$ cat config.mk
export PLATFORM = sky130hd
export DESIGN_NAME = instr_prefetch_queue_flat
export DESIGN_NICKNAME = d
export VERILOG_FILES = /design/src/rtl/instr_prefetch_queue_if.sv /design/src/rtl/instr_prefetch_queue.sv /design/src/flat_wrapper.sv
export SDC_FILE = /design/constraint.sdc
export NUM_CORES = 1
export LEC_CHECK = 0
export ABC_AREA = 1
export ABC_CLOCK_PERIOD_IN_PS = 6500
export CAP_MARGIN = 25
export CORE_ASPECT_RATIO = 1.1
export CORE_MARGIN = 10
export CORE_UTILIZATION = 33
export DETAILED_ROUTE_END_ITERATION = 16
export GPL_TIMING_DRIVEN = 0
export PLACE_DENSITY = 0.5
export SLEW_MARGIN = 10
export SYNTH_ARGS = -nofsm -noshare
export SYNTH_HDL_FRONTEND = slang
export SYNTH_SLANG_ARGS = --single-unit
$ cat constraint.sdc
create_clock -name clk_i -period 6.5 [get_ports clk_i]
set_input_delay 1.3 -clock clk_i [delete_from_list [all_inputs] [get_ports clk_i]]
set_output_delay 1.3 -clock clk_i [all_outputs]
set_load 0.03 [all_outputs]
$ cat src/rtl/instr_prefetch_queue_if.sv
// Bundle of the fetch-memory handshake, the redirect port and the IF-stage pop port.
// master = prefetch queue, slave = memory/IF/branch side.
interface instr_prefetch_queue_if #(
  parameter int DEPTH = 4
);
  localparam int CW = $clog2(DEPTH) + 1;

  logic          mem_req_o;
  logic [31:0]   mem_addr_o;
  logic          mem_ack_i;
  logic [31:0]   mem_rdata_i;
  logic          redirect_i;
  logic [31:0]   redirect_pc_i;
  logic          instr_valid_o;
  logic [31:0]   instr_o;
  logic [31:0]   instr_pc_o;
  logic          instr_ready_i;
  logic [CW-1:0] count_o;

  modport master (
    output mem_req_o, mem_addr_o, instr_valid_o, instr_o, instr_pc_o, count_o,
    input  mem_ack_i, mem_rdata_i, redirect_i, redirect_pc_i, instr_ready_i
  );

  modport slave (
    input  mem_req_o, mem_addr_o, instr_valid_o, instr_o, instr_pc_o, count_o,
    output mem_ack_i, mem_rdata_i, redirect_i, redirect_pc_i, instr_ready_i
  );
endinterface

$ cat src/rtl/instr_prefetch_queue.sv
// Instruction prefetch queue: owns the fetch PC, keeps one word read in flight
// to instruction memory, and buffers {instr, pc} pairs for the IF stage.
module instr_prefetch_queue #(
  parameter int          DEPTH    = 4,
  parameter logic [31:0] RESET_PC = 32'h0000_0000
) (
  input  logic                  clk_i,
  input  logic                  rst_i,
  instr_prefetch_queue_if.master bus
);
  localparam int PW = $clog2(DEPTH);
  localparam int CW = PW + 1;
  localparam logic [CW-1:0] DEPTH_C = CW'(DEPTH);

  typedef enum logic [1:0] {
    IDLE  = 2'd0,
    REQ   = 2'd1,
    DRAIN = 2'd2
  } state_t;

  state_t          state_reg, state_next;
  logic [31:0]     fpc_reg, fpc_next;
  logic [31:0]     addr_reg, addr_next;
  logic [CW-1:0]   count_reg, count_next;
  logic [PW-1:0]   wr_ptr_reg, wr_ptr_next;
  logic [PW-1:0]   rd_ptr_reg, rd_ptr_next;
  logic            push, pop, wr_en, head_valid;
  logic [DEPTH-1:0][31:0] instr_arr, pc_arr;

  // Acked data only counts as a push while the request belongs to fpc (REQ).
  assign push       = (state_reg == REQ) && bus.mem_ack_i;
  assign head_valid = (count_reg != '0);
  assign pop        = head_valid && bus.instr_ready_i;
  assign wr_en      = push && !bus.redirect_i;

  always_comb begin
    state_next  = state_reg;
    fpc_next    = fpc_reg;
    addr_next   = addr_reg;
    count_next  = count_reg;
    wr_ptr_next = wr_ptr_reg;
    rd_ptr_next = rd_ptr_reg;

    if (bus.redirect_i) begin
      count_next  = '0;
      wr_ptr_next = '0;
      rd_ptr_next = '0;
      fpc_next    = {bus.redirect_pc_i[31:2], 2'b00};
      // An unacked request cannot be withdrawn; hold its address and drop its data later.
      if (state_reg != IDLE && !bus.mem_ack_i) begin
        state_next = DRAIN;
      end else begin
        state_next = REQ;
        addr_next  = fpc_next;
      end
    end else begin
      count_next = count_reg + CW'(push) - CW'(pop);
      if (push) begin
        wr_ptr_next = wr_ptr_reg + 1'b1;
        fpc_next    = fpc_reg + 32'd4;
      end
      if (pop) begin
        rd_ptr_next = rd_ptr_reg + 1'b1;
      end
      unique case (state_reg)
        IDLE: begin
          if (count_next < DEPTH_C) begin
            state_next = REQ;
            addr_next  = fpc_next;
          end
        end
        REQ: begin
          if (bus.mem_ack_i) begin
            if (count_next < DEPTH_C) begin
              addr_next = fpc_next;
            end else begin
              state_next = IDLE;
            end
          end
        end
        DRAIN: begin
          if (bus.mem_ack_i) begin
            state_next = REQ;
            addr_next  = fpc_reg;
          end
        end
        default: state_next = IDLE;
      endcase
    end
  end

  always_ff @(posedge clk_i) begin
    if (rst_i) begin
      state_reg  <= IDLE;
      fpc_reg    <= RESET_PC;
      addr_reg   <= RESET_PC;
      count_reg  <= '0;
      wr_ptr_reg <= '0;
      rd_ptr_reg <= '0;
    end else begin
      state_reg  <= state_next;
      fpc_reg    <= fpc_next;
      addr_reg   <= addr_next;
      count_reg  <= count_next;
      wr_ptr_reg <= wr_ptr_next;
      rd_ptr_reg <= rd_ptr_next;
    end
  end

  // Entry storage needs no reset: the head is masked whenever the count is zero.
  genvar gi;
  generate
    for (gi = 0; gi < DEPTH; gi++) begin : g_entry
      logic [31:0] instr_reg;
      logic [31:0] pc_reg;
      always_ff @(posedge clk_i) begin
        if (wr_en && (wr_ptr_reg == PW'(gi))) begin
          instr_reg <= bus.mem_rdata_i;
          pc_reg    <= fpc_reg;
        end
      end
      assign instr_arr[gi] = instr_reg;
      assign pc_arr[gi]    = pc_reg;
    end
  endgenerate

  assign bus.mem_req_o     = (state_reg != IDLE);
  assign bus.mem_addr_o    = addr_reg;
  assign bus.instr_valid_o = head_valid;
  assign bus.instr_o       = head_valid ? instr_arr[rd_ptr_reg] : 32'd0;
  assign bus.instr_pc_o    = head_valid ? pc_arr[rd_ptr_reg] : 32'd0;
  assign bus.count_o       = count_reg;
endmodule

$ cat src/flat_wrapper.sv
// flat-port wrapper written by rule: the top's interface ports become plain ports
module instr_prefetch_queue_flat 
#(
  parameter int          DEPTH    = 4,
  parameter logic [31:0] RESET_PC = 32'h0000_0000
)
  (clk_i, rst_i, bus_mem_req_o, bus_mem_addr_o, bus_instr_valid_o, bus_instr_o, bus_instr_pc_o, bus_count_o, bus_mem_ack_i, bus_mem_rdata_i, bus_redirect_i, bus_redirect_pc_i, bus_instr_ready_i);
  instr_prefetch_queue_if #(.DEPTH(DEPTH)) bus_i ();
  input  logic clk_i;
  input  logic rst_i;
  output wire logic [$bits(bus_i.mem_req_o)-1:0] bus_mem_req_o;
  output wire logic [$bits(bus_i.mem_addr_o)-1:0] bus_mem_addr_o;
  output wire logic [$bits(bus_i.instr_valid_o)-1:0] bus_instr_valid_o;
  output wire logic [$bits(bus_i.instr_o)-1:0] bus_instr_o;
  output wire logic [$bits(bus_i.instr_pc_o)-1:0] bus_instr_pc_o;
  output wire logic [$bits(bus_i.count_o)-1:0] bus_count_o;
  input wire logic [$bits(bus_i.mem_ack_i)-1:0] bus_mem_ack_i;
  input wire logic [$bits(bus_i.mem_rdata_i)-1:0] bus_mem_rdata_i;
  input wire logic [$bits(bus_i.redirect_i)-1:0] bus_redirect_i;
  input wire logic [$bits(bus_i.redirect_pc_i)-1:0] bus_redirect_pc_i;
  input wire logic [$bits(bus_i.instr_ready_i)-1:0] bus_instr_ready_i;
  assign bus_mem_req_o = bus_i.mem_req_o;
  assign bus_mem_addr_o = bus_i.mem_addr_o;
  assign bus_instr_valid_o = bus_i.instr_valid_o;
  assign bus_instr_o = bus_i.instr_o;
  assign bus_instr_pc_o = bus_i.instr_pc_o;
  assign bus_count_o = bus_i.count_o;
  assign bus_i.mem_ack_i = bus_mem_ack_i;
  assign bus_i.mem_rdata_i = bus_mem_rdata_i;
  assign bus_i.redirect_i = bus_redirect_i;
  assign bus_i.redirect_pc_i = bus_redirect_pc_i;
  assign bus_i.instr_ready_i = bus_instr_ready_i;
  instr_prefetch_queue #(.DEPTH(DEPTH), .RESET_PC(RESET_PC)) u_core (.clk_i(clk_i), .rst_i(rst_i), .bus(bus_i));
endmodule
==> reports/results.env <==
DP_HPWL_MM=26.1
RSZ_0062_RAISED_AFTER_GLOBAL_ROUTING='false'
STD_CELL_ROWS=77
LEAKAGEPOWER_uW=0.00609
LAYOUT.CELLS.MOST_COMMON_LIST='sky130_fd_sc_hd__nor2_1 (319), sky130_fd_sc_hd__edfxtp_1 (248), sky130_fd_sc_hd__clkdlybuf4s50_1 (161), sky130_fd_sc_hd__nand2_1 (152), sky130_fd_sc_hd__o21ai_0 (132)'
VIAS=9608
SYNTH_COMPOUND_GATE_AREA_SHARE=0.102
MULTI_INPUT_AREA_MM2=0.00392
LARGEST_REGISTER_FFS=128
TOTAL_DIE_AREA_MM2=0.0490
LAYOUT.CELLS.MOST_COMMON='sky130_fd_sc_hd__nor2_1'
HOLD_VIOLATIONS=0
TIMING.CRITICAL_PATH.TO_TYPE='primary output'
PIN_COUNT=170
INITIAL_UTILIZATION=0.333
SYNTHARSTFLOPSHARE=0
POST_SYNTH_INSTANCE_AREA_MM2=0.0134
SYNTH_TOP_AREA_FRAC=0.556
FINAL_MIN_PERIOD_OVER_CLOCK_PERIOD=0.695
MAX_FREQ_MHz=221
DRIVE_GT1_FRAC=0.0792
CRITPATHSLOWESTCELL='sky130_fd_sc_hd__clkdlybuf4s50_1'
CLKSLEWWORSTSETUPHOLDPATHS_NS=0.06
POSTLAYOUTSETUPSLACKWORST_NS=1.98
DRV_CAP=0
DP.CELLS=1993
DETAIL_ROUTE.ITER0.VIOLATIONS=459
CP-START-KIND='register'
YS_FF_LATCH=317
CLK-INSERTION-DELAY-LATE_NS=0.51
MAXIMUM_NUMBER_OF_PINS_ON_ONE_NET_BEFORE_GLOBAL_ROUTE_REPAIR=25
FP.DIEH_UM=231
CLOCK_TREE_FROM_TRITONCTS='built'
DETAIL_ROUTE.DRC_VIOLATIONS=0
NFILLCELLS=3845
WHS_NS=0.473
TOTALNEGATIVESETUPSLACK_NS=0
TIMING.CRITICAL_PATH.FANOUT_MAX=10
YOSYS.AREA_SHARE.XOR_XNOR=0.0118
DIEWIDTH_UM=212
GRT_PASS1_WL_MM=58.2
POST_SYNTH_FA_HA_MAJ_AREA_FRACTION=0.00804
TIMING.FINAL.MAX_SLEW_VIOLATIONS=0
AVGSYNTHCELLAREA_UM2=10.2
YS.WARNINGS.COUNT=0
POST-CTS-SETUP-BUFFERS=0
WORST-ENDPOINT-REQUIRED_NS=5.20
SKEW_NS=0.0157
FLOORPLAN.CORE_AREA_MM2=0.0402
WL_PER_CELL_UM=18.5
RUN_STATUS='completed'
CTS.ROOT.BUFFER_CELL='sky130_fd_sc_hd__clkbuf_16'
CTS.SINKS=317
SLOWEST_STAGE_DELAY_CP_NS=0.74
ANTENNA_FOUND_INITIAL=0
FINALSETUPVIOLCOUNT=0
ANTENNA_CELLS=0
POST_SYNTH_NUM_CELL_TYPES=42
REGISTER_AREA_MM2=0.00883
POST_DRT_VIA_CELL_RATIO=4.68
SYNTH_FLOP_CELL='sky130_fd_sc_hd__edfxtp_1'
SYNTH_AREA_LEADER_CELL='sky130_fd_sc_hd__edfxtp_1'
FINAL_CELLS=2054
TOTAL_POWER_uW=4970
GRT_USAGE=0.154
SYNTH-SEQ-AREA-SHARE=0.660
SYNTH.MUX.AREA_FRACTION=0.000748
WORST-ENDPOINT-ARRIVAL_NS=3.22
ROUTE.ANTENNA.REMAINING_NETS=0
GRT_OVERFLOW_TOTAL=0
FINAL_GP_CONGESTION=0.802
BUFFER_PORTS.INSERTED=161
WORST_SLEW_MARGIN_REL=0.479
PERIOD_NEEDED_NS=4.52
POST_CTS.RESIZED_INSTANCES=0
SYNTH-EDFF-COUNT=248
PLACEMENT.SETUP.WORST_SLACK_NS=2.40
AREA.GROWTH.SYNTH_TO_FINAL_PCT=26.8
HTREE_LEVELS=2
TIMING.SETUP.CRITICAL_PATH_CLASS='register to primary output'
NETLIST_INSTANCES=1307
DRT_PRE_ANTENNA_ITERS=5
NETS=1594
YOSYS.AREA_SHARE.SIMPLE=0.166
CTS_HOLD_REPAIR.BUFFERS=0
CRIT_CHAIN='clkbuf_1, inv_2, buf_1, nor2_1, o21ai_0, a21oi_1, clkdlybuf4s50_1'
FIRST_GLOBAL_VIAS=9870
WIRELENGTH_MM=38.0
MIN_PATH_TYPE='register to register'
POST_SYNTH_MAIN_AREA_CONTRIBUTORS='sky130_fd_sc_hd__edfxtp_1 (56%), sky130_fd_sc_hd__dfxtp_1 (10%), sky130_fd_sc_hd__nor2_1 (9.1%), sky130_fd_sc_hd__o21ai_0 (4.9%), sky130_fd_sc_hd__nand2_1 (4.3%)'
MAX-VDD-IR-DROP_mV=0.142
POWER_DENSITY_mW_PER_MM2=293
CTS_MADE_BUFFERS=35
CTS.PATH.MAX_BUFFERS=3
WORSTMARGINPINSLEW_NS=0.779
SYNTH_TOP_FAMILY_BY_AREA='simple AND/OR/NAND/NOR gates'
[kinds of logic (layout without fill, tap and decap cells)]
| kind of cell | after synthesis | after routing |
|---|---|---|
| muxes | 1 | 1 |
| DFF | 317 | 317 |
| xor gates and xnor gates | 18 | 18 |
| other | 1 | 4 |
| adders and majority gates | 8 | 8 |
| AOI/OAI and AO/OA | 261 | 261 |
| buffers and inverters | 160 | 391 |
| and+or+nand+nor | 541 | 541 |
[path summary, 6_finish.rpt]
| check | start | end | slack (ns) | depth (start not counted) |
|---|---|---|---|---|
| max | u_core.rd_ptr_reg[1] | bus_instr_pc_o[11] | 1.98 | 7 |
| min | u_core.bus.mem_addr_o[6] | u_core.bus.mem_addr_o[6] | 0.47 | 2 |
| max reg2reg | u_core.bus.count_o[1] | u_core.bus.mem_addr_o[3] | 3.26 | 15 |
| min reg2reg | u_core.bus.mem_addr_o[6] | u_core.bus.mem_addr_o[6] | 0.47 | 2 |
[worst max-delay path: cells and delay by family (launching register included)]
family / cells / cell delay [ns]
compound gates: 2 / 0.38
simple gates: 1 / 0.16
flops: 1 / 0.31
buf+inv: 4 / 1.85
[layout make-up]
| class | instances | share of cell area |
|---|---|---|
| Buffer | 71 | 0.0205 |
| Clock buffer | 53 | 0.0605 |
| Clock inverter | 8 | 0.00391 |
| Inverter | 89 | 0.0201 |
| Multi-Input combinational cell | 833 | 0.231 |
| Sequential cell | 317 | 0.520 |
| Tap cell | 513 | 0.0378 |
| Timing Repair Buffer | 170 | 0.106 |
[synthesized netlist by cell type (5+ instances only)]
| master | instances |
|---|---|
| sky130_fd_sc_hd__o21ai_0 | 132 |
| sky130_fd_sc_hd__nor2_2 | 7 |
| sky130_fd_sc_hd__inv_1 | 80 |
| sky130_fd_sc_hd__nand3_1 | 23 |
| sky130_fd_sc_hd__nand3_2 | 7 |
| sky130_fd_sc_hd__a21oi_1 | 106 |
| sky130_fd_sc_hd__o21bai_2 | 5 |
| sky130_fd_sc_hd__inv_2 | 5 |
| sky130_fd_sc_hd__xor2_1 | 8 |
| sky130_fd_sc_hd__buf_4 | 5 |
| sky130_fd_sc_hd__edfxtp_1 | 248 |
| sky130_fd_sc_hd__dfxtp_1 | 69 |
| sky130_fd_sc_hd__ha_1 | 7 |
| sky130_fd_sc_hd__buf_2 | 13 |
| sky130_fd_sc_hd__clkbuf_1 | 45 |
| sky130_fd_sc_hd__nor2_1 | 323 |
| sky130_fd_sc_hd__xnor2_1 | 10 |
| sky130_fd_sc_hd__nand2_1 | 152 |
| sky130_fd_sc_hd__o22ai_1 | 10 |
| sky130_fd_sc_hd__nand4_1 | 11 |
[layer usage]
metal | share of wire | up-vias | track usage
met5 | 0 | - | 0
met4 | 0.021 | 0 | 0.0421
met3 | 0.065 | 48 | 0.0381
met2 | 0.48 | 222 | 0.264
met1 | 0.43 | 4499 | 0.187
li1 | - | 4839 | -
[per-stage QoR]
stage | instance area [um^2] | utilization
2_1_floorplan | 13400 | -
3_3_place_gp | 15700 | 0.390
3_5_place_dp | 15900 | 0.395
4_1_cts | 17000 | 0.423
5_1_grt | 17000 | 0.423
6_report | 17000 | 0.423
[power by group]
| group | total (uW) | switching (uW) | internal, uW |
|---|---|---|---|
| sequential | 2310 | 54.7 | 2260 |
| clock | 1890 | 763 | 1130 |
| combinational | 769 | 484 | 285 |
No activity file was read; power rests on OpenSTA's default activity.
==> RTL edit, RTL diff (config.mk and constraints unchanged) <==
Re-encode `state_t` (3 states) as one-hot, 3 bits wide.
--- a/src/rtl/instr_prefetch_queue.sv
+++ b/src/rtl/instr_prefetch_queue.sv
@@ -12,10 +12,10 @@
   localparam int CW = PW + 1;
   localparam logic [CW-1:0] DEPTH_C = CW'(DEPTH);
 
-  typedef enum logic [1:0] {
-    IDLE  = 2'd0,
-    REQ   = 2'd1,
-    DRAIN = 2'd2
+  typedef enum logic [2:0] {
+    IDLE  = 3'b001,
+    REQ   = 3'b010,
+    DRAIN = 3'b100
   } state_t;
 
   state_t          state_reg, state_next;
Behaviour: same outputs for any inputs over 4 cycles, from zero or initial values and one cycle with rst_i high; so few cycles prove little.
==> RTL edit against the original RTL <==
- area after synthesis increased by 0.93%
- routed wire length increased by 1.4%
- worst hold slack improved by 44 ps
- design area increased by 0.66%
- worst setup slack got worse by 220 ps
- count of clock-buffer cells in the layout decreased by 3
- sequential cell count increased by 1
- total power decreased by 6.0%
- clock skew decreased by 5.1 ps
- critical endpoint is now bus_instr_pc_o[12]
==> RTL edit: results (changes against the original RTL) <==
Outcome
  – Status: complete, no violations

Synthesis
  – Syn Inst Count: 1378 (+5.4%)
  – Post-Synth Adder-Cell Area: 0.00796 (-0.0000737)
  – Netlist cell types: 40 (-4.8%)
  – Top post-synthesis cells by area: edfxtp_1 (55%), dfxtp_1 (10%), nor2_1 (9.4%)
  – Synth Area in Compound Gates: 0.0966 (-0.00566)
  – Mux contribution to synthesized area: 0.000741 (-0.00000686)
  – Xor and xnor area share after synthesis: 0.00713 (-0.00465)
  – Post-synthesis sequential area ratio: 0.655 (-0.00456)
  – Post-synth EDFFs: 248 (unchanged)
  – Synth cell count leaders: nor2_1 (338), edfxtp_1 (248), nand2_1 (194)

Global routing
  – Tot GR Track Use: 0.155 (+0.00145)
  – Vias in the first global route: 10200 (+3.0%)
  – First-pass GRT wire length: 58900 um (+1.2%)
  – Met2 usage in global routing: 0.269 (+0.00481)
  – Largest net degree at the start of global routing: 26 (+4.0%)
  – GR Util met1: 0.189 (+0.00197)
  – Global Route met3 Usage: 0.0277 (-0.0104)

Hold path
  – Hold Crit Class: flip-flop to flip-flop
  – Hold path startpoint: u_core.bus.mem_addr_o[15]
  – Worst hold stages: 4 (+2)
  – Hold EP: u_core.bus.mem_addr_o[15]

Drt
  – Met3 WL: 1790 um (-28%)
  – Routed length on met1: 16800 um (+1.6%)
  – Number of DRC markers in iteration 0: 497 (+8.3%)
  – WL final: 38500 um (+1.4%)
  – Met2 wire len: 18900 um (+4.0%)
  – Avg WL per Cell: 18.1 um (-1.9%)
  – DR vias: 9924 (+3.3%)

Placement
  – Area post-placement: 0.0160 mm^2 (+0.83%)
  – Port bufs: 161 (unchanged)
  – Number of cells after detailed placement: 2064 (+3.6%)
  – GPL Wtd Cong: 0.903 (+13%)
  – Setup slack at placement: 2160 ps (-236 ps)
  – Detailed Place HPWL: 26700 um (+2.3%)

Clocking
  – Number of H-tree levels: 2 (unchanged)
  – TritonCTS Buffers: 36 (+2.9%)
  – Postcts setup bufs: 0 (unchanged)
  – Root Buffer: clkbuf_16
  – Post-cts sizing count: 0 (unchanged)

Critical path
  – Last element of the critical path: bus_instr_pc_o[12]
  – Register-to-Register Path Depth: 17 (+2)
  – Worst Setup SP: u_core.rd_ptr_reg[0]
  – Cell family with most CP delay: buffers and inverters
  – Reg-to-reg slack, setup: 3130 ps (-130 ps)

Layout
  – Fill cells: 3928 (+2.2%)
  – Share of layout cells above drive strength 1: 0.0590 (-0.0202)
  – Nets: 1666 (+4.5%)

Pwr
  – Worst vdd ir: 0.139 mV (-1.8%)
  – Comb group: 522 uW (-32%)
  – Leak Pwr: 6.23 nW (+2.3%)
  – Total power draw: 4.68 mW (-6.0%)
  – Sw Pwr: 1.14 mW (-13%)

Timing
  – Clock Skew: 10.6 ps (-5.12 ps)
  – Worst slew pin tran: 784 ps (+4.63 ps)
  – Final period util: 0.729 (+0.0338)
  – Hold_ws: 518 ps (+44.4 ps)
RTL edit: cell count changes after synthesis, sizes merged, moves of 2 or more:
| cell | change |
|---|---|
| xor2 | -3 |
| inv | +21 |
| a21oi | +10 |
| nand3 | +5 |
| o21bai | -8 |
| nor2 | +9 |
| xnor2 | -4 |
| o22ai | -4 |
| o21ai | -2 |
| clkinv | -2 |
| nand2 | +38 |
| nor3 | +2 |
| or2 | +2 |
| clkbuf | +2 |
RTL edit: cells by family after synthesis:
family                   after synthesis
AO/OA/AOI/OAI                        257
XOR/XNOR                              11
adder cells (fa/ha/maj)                8
buffers and inverters                181
flip-flops                           318
multiplexers                           1
other                                  1
AND/OR/NAND/NOR                      601
RTL edit: layout make-up:
type	count	area, um^2	area share
clock buffer	50	1030	0.0601
multi-input combinational	882	3980	0.233
timing repair buffer	170	1810	0.106
inverter	108	405	0.0237
clock inverter	10	46.3	0.00271
tap	513	642	0.0376
sequential	318	8850	0.518
buffer	73	325	0.0190
